--- config.mk ---
export PLATFORM = sky130hd
export DESIGN_NAME = regfile_wb
export DESIGN_NICKNAME = d
export VERILOG_FILES = /design/src/rtl/regfile_wb.sv
export SDC_FILE = /design/constraint.sdc
export NUM_CORES = 2
export LEC_CHECK = 0
export ABC_AREA = 1
export BUFFER_PORTS_ARGS = -buffer_cell sky130_fd_sc_hd__buf_2
export CAP_MARGIN = 20
export CORE_MARGIN = 2
export CORE_UTILIZATION = 35
export CTS_CLUSTER_DIAMETER = 120
export DETAILED_ROUTE_END_ITERATION = 12
export PLACE_DENSITY = 0.61
export SYNTH_ARGS = -nofsm -noshare
export SYNTH_HDL_FRONTEND = slang
export SYNTH_SLANG_ARGS = --single-unit
export TNS_END_PERCENT = 10
--- constraint.sdc ---
create_clock -name clk -period 2.9 [get_ports clk]
set_clock_uncertainty 0.15 [all_clocks]
set_input_delay 0.58 -clock clk [delete_from_list [all_inputs] [get_ports clk]]
set_output_delay 0.58 -clock clk [all_outputs]
set_load 0.01 [all_outputs]
--- src/rtl/regfile_wb.sv ---
`default_nettype none
// ============================================================================
//  Module   : regfile_wb
//  Purpose  : Architectural register file plus commit tracker at the tail of
//             the MEM/WB pipeline register. It provides two combinational read
//             ports with write-through bypass for decode, and guarantees
//             exactly one commit per WB instruction even while the pipeline is
//             frozen. A registered commit trace and a retired-instruction
//             counter feed the difftest/trace compare.
//
//  Ports    : clk, rst_n                - clock, async active-low reset
//             stop                      - pipeline freeze (MEM/WB held)
//             wb_have_inst, wb_we,
//             wb_wr, wb_wd, wb_pc       - write-back bundle
//             rs1_addr/rs1_data,
//             rs2_addr/rs2_data         - decode read ports (combinational)
//             debug_commit, debug_wb_*  - registered commit trace
//             retire_cnt                - committed instruction count
//
//  Revision : 1.0 - initial release
// ============================================================================
module regfile_wb #(
    parameter int DATA_W = 32,
    parameter int ADDR_W = 5
) (
    input  logic              clk,
    input  logic              rst_n,
    input  logic              stop,
    input  logic              wb_have_inst,
    input  logic              wb_we,
    input  logic [ADDR_W-1:0] wb_wr,
    input  logic [DATA_W-1:0] wb_wd,
    input  logic [31:0]       wb_pc,
    input  logic [ADDR_W-1:0] rs1_addr,
    input  logic [ADDR_W-1:0] rs2_addr,
    output logic [DATA_W-1:0] rs1_data,
    output logic [DATA_W-1:0] rs2_data,
    output logic              debug_commit,
    output logic [31:0]       debug_wb_pc,
    output logic              debug_wb_rf_we,
    output logic [ADDR_W-1:0] debug_wb_rf_wnum,
    output logic [DATA_W-1:0] debug_wb_rf_wdata,
    output logic [31:0]       retire_cnt
);

    localparam int              c_NUM_REGS = 1 << ADDR_W;
    localparam logic [ADDR_W-1:0] c_ZERO_IDX = '0;

    // ------------------------------------------------------------------------
    // Commit tracking. ST_DONE means the instruction currently parked in WB
    // has already committed during this freeze, so it must not write, trace
    // or count again until stop drops.
    // ------------------------------------------------------------------------
    typedef enum logic [0:0] {
        ST_OPEN = 1'b0,
        ST_DONE = 1'b1
    } state_t;

    state_t r_state;
    state_t w_state_nxt;

    logic w_commit;
    logic w_wr_fire;

    assign w_commit  = wb_have_inst && (r_state == ST_OPEN);
    assign w_wr_fire = w_commit && wb_we && (wb_wr != c_ZERO_IDX);

    always_ff @(posedge clk or negedge rst_n) begin
        if (!rst_n) begin
            r_state <= ST_OPEN;
        end else begin
            r_state <= w_state_nxt;
        end
    end

    // The flag only survives while frozen; any unfrozen cycle reopens the
    // WB slot because MEM/WB will have advanced.
    always_comb begin
        w_state_nxt = ST_OPEN;
        if (stop && ((r_state == ST_DONE) || w_commit)) begin
            w_state_nxt = ST_DONE;
        end
    end

    // ------------------------------------------------------------------------
    // Register storage. Each architectural register is its own flop bank so
    // every element has a single driver; index 0 is a constant zero.
    // ------------------------------------------------------------------------
    logic [DATA_W-1:0] w_regs [c_NUM_REGS];

    assign w_regs[0] = '0;

    genvar gi;
    generate
        for (gi = 1; gi < c_NUM_REGS; gi++) begin : g_regs
            logic [DATA_W-1:0] r_q;
            logic              w_sel;

            assign w_sel = w_wr_fire && (wb_wr == ADDR_W'(gi));

            always_ff @(posedge clk or negedge rst_n) begin
                if (!rst_n) begin
                    r_q <= '0;
                end else if (w_sel) begin
                    r_q <= wb_wd;
                end
            end

            assign w_regs[gi] = r_q;
        end
    endgenerate

    // ------------------------------------------------------------------------
    // Read ports with write-through bypass: a write landing this cycle is
    // visible to decode immediately, not one cycle later.
    // ------------------------------------------------------------------------
    logic [DATA_W-1:0] w_rs1_data;
    logic [DATA_W-1:0] w_rs2_data;

    always_comb begin
        w_rs1_data = '0;
        if (rs1_addr != c_ZERO_IDX) begin
            if (w_wr_fire && (wb_wr == rs1_addr)) begin
                w_rs1_data = wb_wd;
            end else begin
                w_rs1_data = w_regs[rs1_addr];
            end
        end
    end

    always_comb begin
        w_rs2_data = '0;
        if (rs2_addr != c_ZERO_IDX) begin
            if (w_wr_fire && (wb_wr == rs2_addr)) begin
                w_rs2_data = wb_wd;
            end else begin
                w_rs2_data = w_regs[rs2_addr];
            end
        end
    end

    assign rs1_data = w_rs1_data;
    assign rs2_data = w_rs2_data;

    // ------------------------------------------------------------------------
    // Commit trace and retire counter. Trace fields hold their last committed
    // values; only the valid pulse returns to zero between commits.
    // ------------------------------------------------------------------------
    logic              r_debug_commit;
    logic [31:0]       r_debug_wb_pc;
    logic              r_debug_wb_rf_we;
    logic [ADDR_W-1:0] r_debug_wb_rf_wnum;
    logic [DATA_W-1:0] r_debug_wb_rf_wdata;
    logic [31:0]       r_retire_cnt;

    always_ff @(posedge clk or negedge rst_n) begin
        if (!rst_n) begin
            r_debug_commit      <= 1'b0;
            r_debug_wb_pc       <= '0;
            r_debug_wb_rf_we    <= 1'b0;
            r_debug_wb_rf_wnum  <= '0;
            r_debug_wb_rf_wdata <= '0;
            r_retire_cnt        <= '0;
        end else begin
            r_debug_commit <= w_commit;
            if (w_commit) begin
                r_debug_wb_pc       <= wb_pc;
                r_debug_wb_rf_we    <= wb_we && (wb_wr != c_ZERO_IDX);
                r_debug_wb_rf_wnum  <= wb_wr;
                r_debug_wb_rf_wdata <= wb_wd;
                // Free-running wrap; no overflow indication is wanted.
                r_retire_cnt        <= r_retire_cnt + 32'd1;
            end
        end
    end

    assign debug_commit      = r_debug_commit;
    assign debug_wb_pc       = r_debug_wb_pc;
    assign debug_wb_rf_we    = r_debug_wb_rf_we;
    assign debug_wb_rf_wnum  = r_debug_wb_rf_wnum;
    assign debug_wb_rf_wdata = r_debug_wb_rf_wdata;
    assign retire_cnt        = r_retire_cnt;

endmodule
`default_nettype wire
# ---- Word level (Yosys, flattened, before mapping)
# Cells that the tools add are included.
dict set report classes {
  bitwise 3
  muxes 11
  n_reduce_logical 42
  n_lt_le_gt_ge 2
  n_eq_ne 33
  add_sub_neg 1
}
# operator count
set op_table {}
lappend op_table {{32-bit binary-select mux with 5-bit select} 2}
lappend op_table {{32-bit 2-to-1 mux} 8}
lappend op_table {{5-bit == test, second input constant} 16}
lappend op_table {{5-bit by 4-bit == test with 1-bit output, second input constant} 8}
lappend op_table {{1-bit logical AND} 38}
lappend op_table {{32-bit by 1-bit adder with 32-bit output, second input constant} 1}
lappend op_table {{5-bit by 3-bit == test with 1-bit output, second input constant} 4}
lappend op_table {{5-bit nonzero test} 3}
lappend op_table {{6-bit >= comparator, second input constant} 2}
lappend op_table {{5-bit NOT with 6-bit output} 2}
lappend op_table {{5-bit by 2-bit == test with 1-bit output, second input constant} 2}
lappend op_table {{5-bit == test} 2}
lappend op_table {{5-bit by 1-bit == test with 1-bit output, second input constant} 1}
lappend op_table {{1-bit logical OR} 1}
lappend op_table {{1-bit 2-to-1 mux} 1}
lappend op_table {{1-bit NOT} 1}
dict set report word_totals {
  input_bits 84
  wordCells 130
  ff_bits 1096
  out_inout_bits 167
}

# ---- Logic depth before layout (Yosys ltp)
dict set report depth {
  ltp_word 7
  ltp_mapped 13
}

# ---- Worst setup path before layout
# Ideal clock, no wire load.
dict set report synth_timing {
  kind {input to output}
  start {input port rs1_addr[0]}
  end {output port rs1_data[11]}
  path_buffers 4
  setup_slack_ps 188
  stages 12
  arrival_time_ps 1982
  cell_sequence {buf_2 > inv_2 > clkbuf_1 > buf_2 > clkbuf_1 > nand2_1 > nand3_1 > nand3_1 > nand3_1 > nand3_1 > nand3_1 > nand2_1}
}
dict set report synth_via {
  elab_chain_cells 6
  elab_cells_between_ends 9
}
# element line
set synth_lines {}
lappend synth_lines {{start: declaration} 34} ;# input logic [ADDR_W-1:0] rs1_addr,
lappend synth_lines {{5-bit NOT with 6-bit output (not written as such)} 126} ;# w_rs1_data = w_regs[rs1_addr];
lappend synth_lines {{32-bit binary-select mux with 5-bit select} 126}
lappend synth_lines {{32-bit 2-to-1 mux (not written as such) (2 in series)} 126}
lappend synth_lines {{32-bit 2-to-1 mux} 123} ;# if (w_wr_fire && (wb_wr == rs1_addr)) begin
lappend synth_lines {{32-bit 2-to-1 mux (*)} 122} ;# if (rs1_addr != c_ZERO_IDX) begin
lappend synth_lines {{end: declaration} 36} ;# output logic [DATA_W-1:0] rs1_data,
# Every way passes the cells marked *; elsewhere a longest branch is shown, timed or not. The select of a mux whose other input is x is not followed.

# ---- Final worst setup path
dict set report layout_timing {
  start {register r_state}
  end {output port rs2_data[17]}
}
dict set report layout_via {
  elab_chain_cells 7
}
# element line
set layout_lines {}
lappend layout_lines {{start: declaration} 59} ;# state_t r_state;
lappend layout_lines {{start signal: assignment} 72} ;# r_state <= w_state_nxt;
lappend layout_lines {{1-bit NOT} 65} ;# assign w_commit = wb_have_inst && (r_state == ST_OPEN);
lappend layout_lines {{1-bit logical AND} 65}
lappend layout_lines {{1-bit logical AND (2 in series)} 66} ;# assign w_wr_fire = w_commit && wb_we && (wb_wr != c_ZERO_IDX);
lappend layout_lines {{1-bit logical AND} 134} ;# if (w_wr_fire && (wb_wr == rs2_addr)) begin
lappend layout_lines {{32-bit 2-to-1 mux} 134}
lappend layout_lines {{32-bit 2-to-1 mux} 133} ;# if (rs2_addr != c_ZERO_IDX) begin
lappend layout_lines {{end: declaration} 37} ;# output logic [DATA_W-1:0] rs2_data,
# Every way passes these cells.

==> impl_results.rst <==
.. list-table::
   :header-rows: 1

   * - Metric
     - Value
   * - Outcome
     - complete, but fails checks
   * - Violated checks
     - setup timing
   * - Xor/xnor cell area share of the yosys netlist
     - 0.420%
   * - Vias in the first global route
     - about 62,000
   * - P_leak
     - ~38 nW
   * - Post-Route Utilization
     - 42.9%
   * - Filler Cells Inserted
     - ~18,000
   * - Non-Filler Instances
     - approximately 12,000
   * - Count of vias placed by the detailed router
     - approximately 65,000
   * - Final Hold Viols
     - 0
   * - Met1 demand-to-capacity share in global routing
     - ~36%
   * - Htree depth
     - 3
   * - Maximum buffer depth of the clock tree
     - 3
   * - Cell count after synthesis
     - 9,310
   * - CP Max Fanout
     - 26
   * - Dominant combinational cell family by area after synthesis
     - simple AND/OR/NAND/NOR gates
   * - Final weighted congestion in routability-driven placement
     - 0.933
   * - Total number of nets in the final design
     - ~9,600
   * - Most common cell after layout, fill and taps aside
     - nand2_1
   * - Max-capacitance violation count
     - 0
   * - Critical path capture point type
     - output pin
   * - Clock net sink count
     - 1,096
   * - Busiest layer in global routing
     - met2
   * - Detailed placement HPWL
     - 169,000 um
   * - Syn-to-layout area delta
     - 22.2%
   * - Overall die width
     - roughly 430 um
   * - Final critical path time including I/O delays and setup
     - approximately 3.3 ns
   * - Library cells used by synthesis
     - 27
   * - Post-Place Setup Slack
     - -0.306 ns
   * - Multiplexer area fraction after synthesis
     - 0%
   * - DR WL/cell
     - 21.7 um
   * - Cell Area, Synth
     - 62,500 um^2
   * - Die height
     - between 400 and 500 um
   * - Synthesized-area fraction occupied by ao, oa, aoi and oai cells
     - 8.25%
   * - Syn Nets
     - roughly 9,400
   * - Antenna Nets Post-Route
     - 0
   * - Synth Register Bits
     - 1,096
   * - Pwr Density
     - 583 nW/um^2
   * - Commonest cells after routing, fill and taps aside
     - 3,292 x nand2_1, 1,878 x nand3_1, 1,096 x dfrtp_1
   * - 1st-pass router iterations
     - 6
   * - Initial antenna violation count
     - 10
   * - Routed vias/inst
     - 5.43
   * - Met3 Use GR
     - between 4 and 5%
   * - GRT overflow
     - 0
   * - Cell chosen for the clock root
     - clkbuf_16
   * - Path type of the worst setup path
     - reg2out
   * - Area of combinational cells with multiple inputs
     - 28,900 um^2
   * - Count of port buffers added during placement
     - 250
   * - Footprint of the flip-flops and latches
     - 27,400 um^2
   * - Adder-Cell Fraction of Synth Area
     - less than 1%
   * - Kind of path behind the tightest hold check
     - in2reg
   * - Core outline area
     - between 150,000 and 200,000 um^2
   * - Type of element launching the critical path
     - flip-flop
   * - Final worst-path setup slack
     - -0.441 ns
   * - Count of routing violations after the opening detailed-route iteration
     - slightly above 8,000
   * - Crit path required time
     - 2.17 ns
   * - Clk pin slew, worst setup/hold paths
     - 0.06 ns
   * - Total Routed Length
     - roughly 260,000 um
   * - Final worst path period share
     - 115%
   * - Worst skew pair latency
     - 0.77 ns
   * - Syn_area_per_cell
     - between 6 and 7 um^2
   * - Unrepaired setup endpoints after global routing
     - true
   * - Max Slew Vio Count
     - 0
   * - Die ar.
     - approximately 180,000 um^2
   * - Number of cells after detailed placement
     - 11,700
   * - Remaining DRCs
     - 0
   * - Transition time of the tightest slew-check pin
     - 0.900 ns
   * - Synthesis Warnings
     - 0
   * - Layout cells sized above 1
     - 11.9%
   * - CP arrival
     - 2.61 ns
   * - Met2 usage
     - 43.7%
   * - Clock tree from TritonCTS
     - built
   * - Post-synthesis simple-gate area fraction
     - 36.5%
   * - Worst-case headroom to the max-slew limit
     - 39.9%
   * - TritonCTS Buffers
     - 120
   * - I/O pin cnt
     - about 250
   * - Sequential fraction of the synthesis area
     - 43.9%
   * - Highest clock rate
     - 299 MHz
   * - Final-report setup violation count
     - 64
   * - Worst voltage drop across the vdd grid
     - 0.000557 V
   * - First-pass GRT wire length
     - 392,000 um
   * - Floorplan row count
     - 155
   * - Starting Density
     - 35.1%
   * - Total global routing track utilization
     - 28.1%
   * - Largest net degree at the start of global routing
     - 100
[Yosys cell counts, drive strengths merged]
master	count	area, um^2
nand4	12	75.1
xnor2	18	158
nand3b	4	30.0
nor3	19	168
o21a	1	7.51
nor4	1	21.3
inv	1047	3930
ha	1	12.5
dfrtp	1096	27400
and3	1	6.26
clkbuf	511	1920
o21ai	1029	5150
nand2	3351	12600
nor2	45	171
nand3	1938	9700
xor2	12	105
nor3b	1	7.51
buf	223	1000
[layer usage]
metal | routed length, um | vias to the layer above
li1 | - | 29900
met1 | 102000 | 30700
met2 | 114000 | 3580
met3 | 23900 | 929
met4 | 18800 | 0
met5 | 0 | -
[cell type report]
cell class              count  share of cell area (%)
inverters                1047                    5.22
multi-input cells        6433                    37.8
diodes                      2                 0.00655
clock buffers             170                    4.61
well taps                2355                    3.86
flip-flops and latches   1096                    35.9
repair buffers            824                    11.4
clock inverters            55                    1.17
[flip-flops by register name, indices dropped and copies added, names as in the netlist]
signal	cells
g_regs.r_q	992
debug_wb_pc	32
debug_wb_rf_wdata	32
retire_cnt	32
debug_wb_rf_wnum	5
debug_commit	1
debug_wb_rf_we	1
r_state	1
[metrics by stage]
stage	setup TNS [ns]	hold WS [ns]	total power, mW	cell area [um^2]
2_1_floorplan	0	0.134	23.5	62500
3_3_place_gp	-4.65	0.307	26.9	70700
3_5_place_dp	-4.77	0.309	27.1	70700
4_1_cts	-19.15	0.000330	44.6	76300
5_1_grt	-21.25	0.0445	46.5	76400
6_report	-19.13	0.0452	44.5	76400
[cell families (layout without fill, tap and decap cells)]
logic type / count (synthesis) / in the layout
AND/OR/NAND/NOR: 5372 / 5372
adder cells (fa/ha/maj): 1 / 1
flip-flops: 1096 / 1096
XOR/XNOR: 30 / 30
buffers and inverters: 1781 / 2096
AO/OA/AOI/OAI: 1030 / 1030
other: 0 / 2
[repair_timing]
| action | in CTS | in global routing |
|---|---|---|
| gates cloned | 3 | 0 |
| resized for setup | 127 | 26 |
| hold endpoints to repair | 351 | 0 |
| pin swaps | 11 | 10 |
| hold buffers | 43 | 0 |
| setup buffers | 3 | 0 |
| endpoints found under the setup margin | 64 | 64 |
[critical path, stage by stage, from the launching register on]
cell	delay, ns
dfrtp_1	0.37
inv_2	0.05
nand2_4	0.14
nor2_4	0.06
nand2_4	0.08
inv_2	0.05
nand2_2	0.12
buf_12	0.29
nand3_2	0.27
nand2_2	0.19
buf_2	0.16
[power breakdown]
part	switching (mW)	internal, mW	leakage (nW)	total, mW
clock network	6.90	10.4	2.17	17.3
registers	0.878	17.1	13.9	18.0
logic	5.98	3.26	21.8	9.23
total	13.8	30.7	37.9	44.5
[final timing paths]
path	start	endpoint	cells past startpoint	slack (ns)
worst max register to register	r_state	g_regs[3].r_q[11]	12	0.43
worst max-delay path	r_state	rs2_data[17]	10	-0.44
worst min register to register	debug_wb_pc[13]	debug_wb_pc[13]	2	0.32
worst min-delay path	wb_wd[30]	g_regs[2].r_q[30]	3	0.05
max in group asynchronous	rst_n	g_regs[18].r_q[8]	4	1.34
min in group asynchronous	rst_n	g_regs[7].r_q[5]	2	0.15
Note: power is estimated with default switching activity, not from simulation.
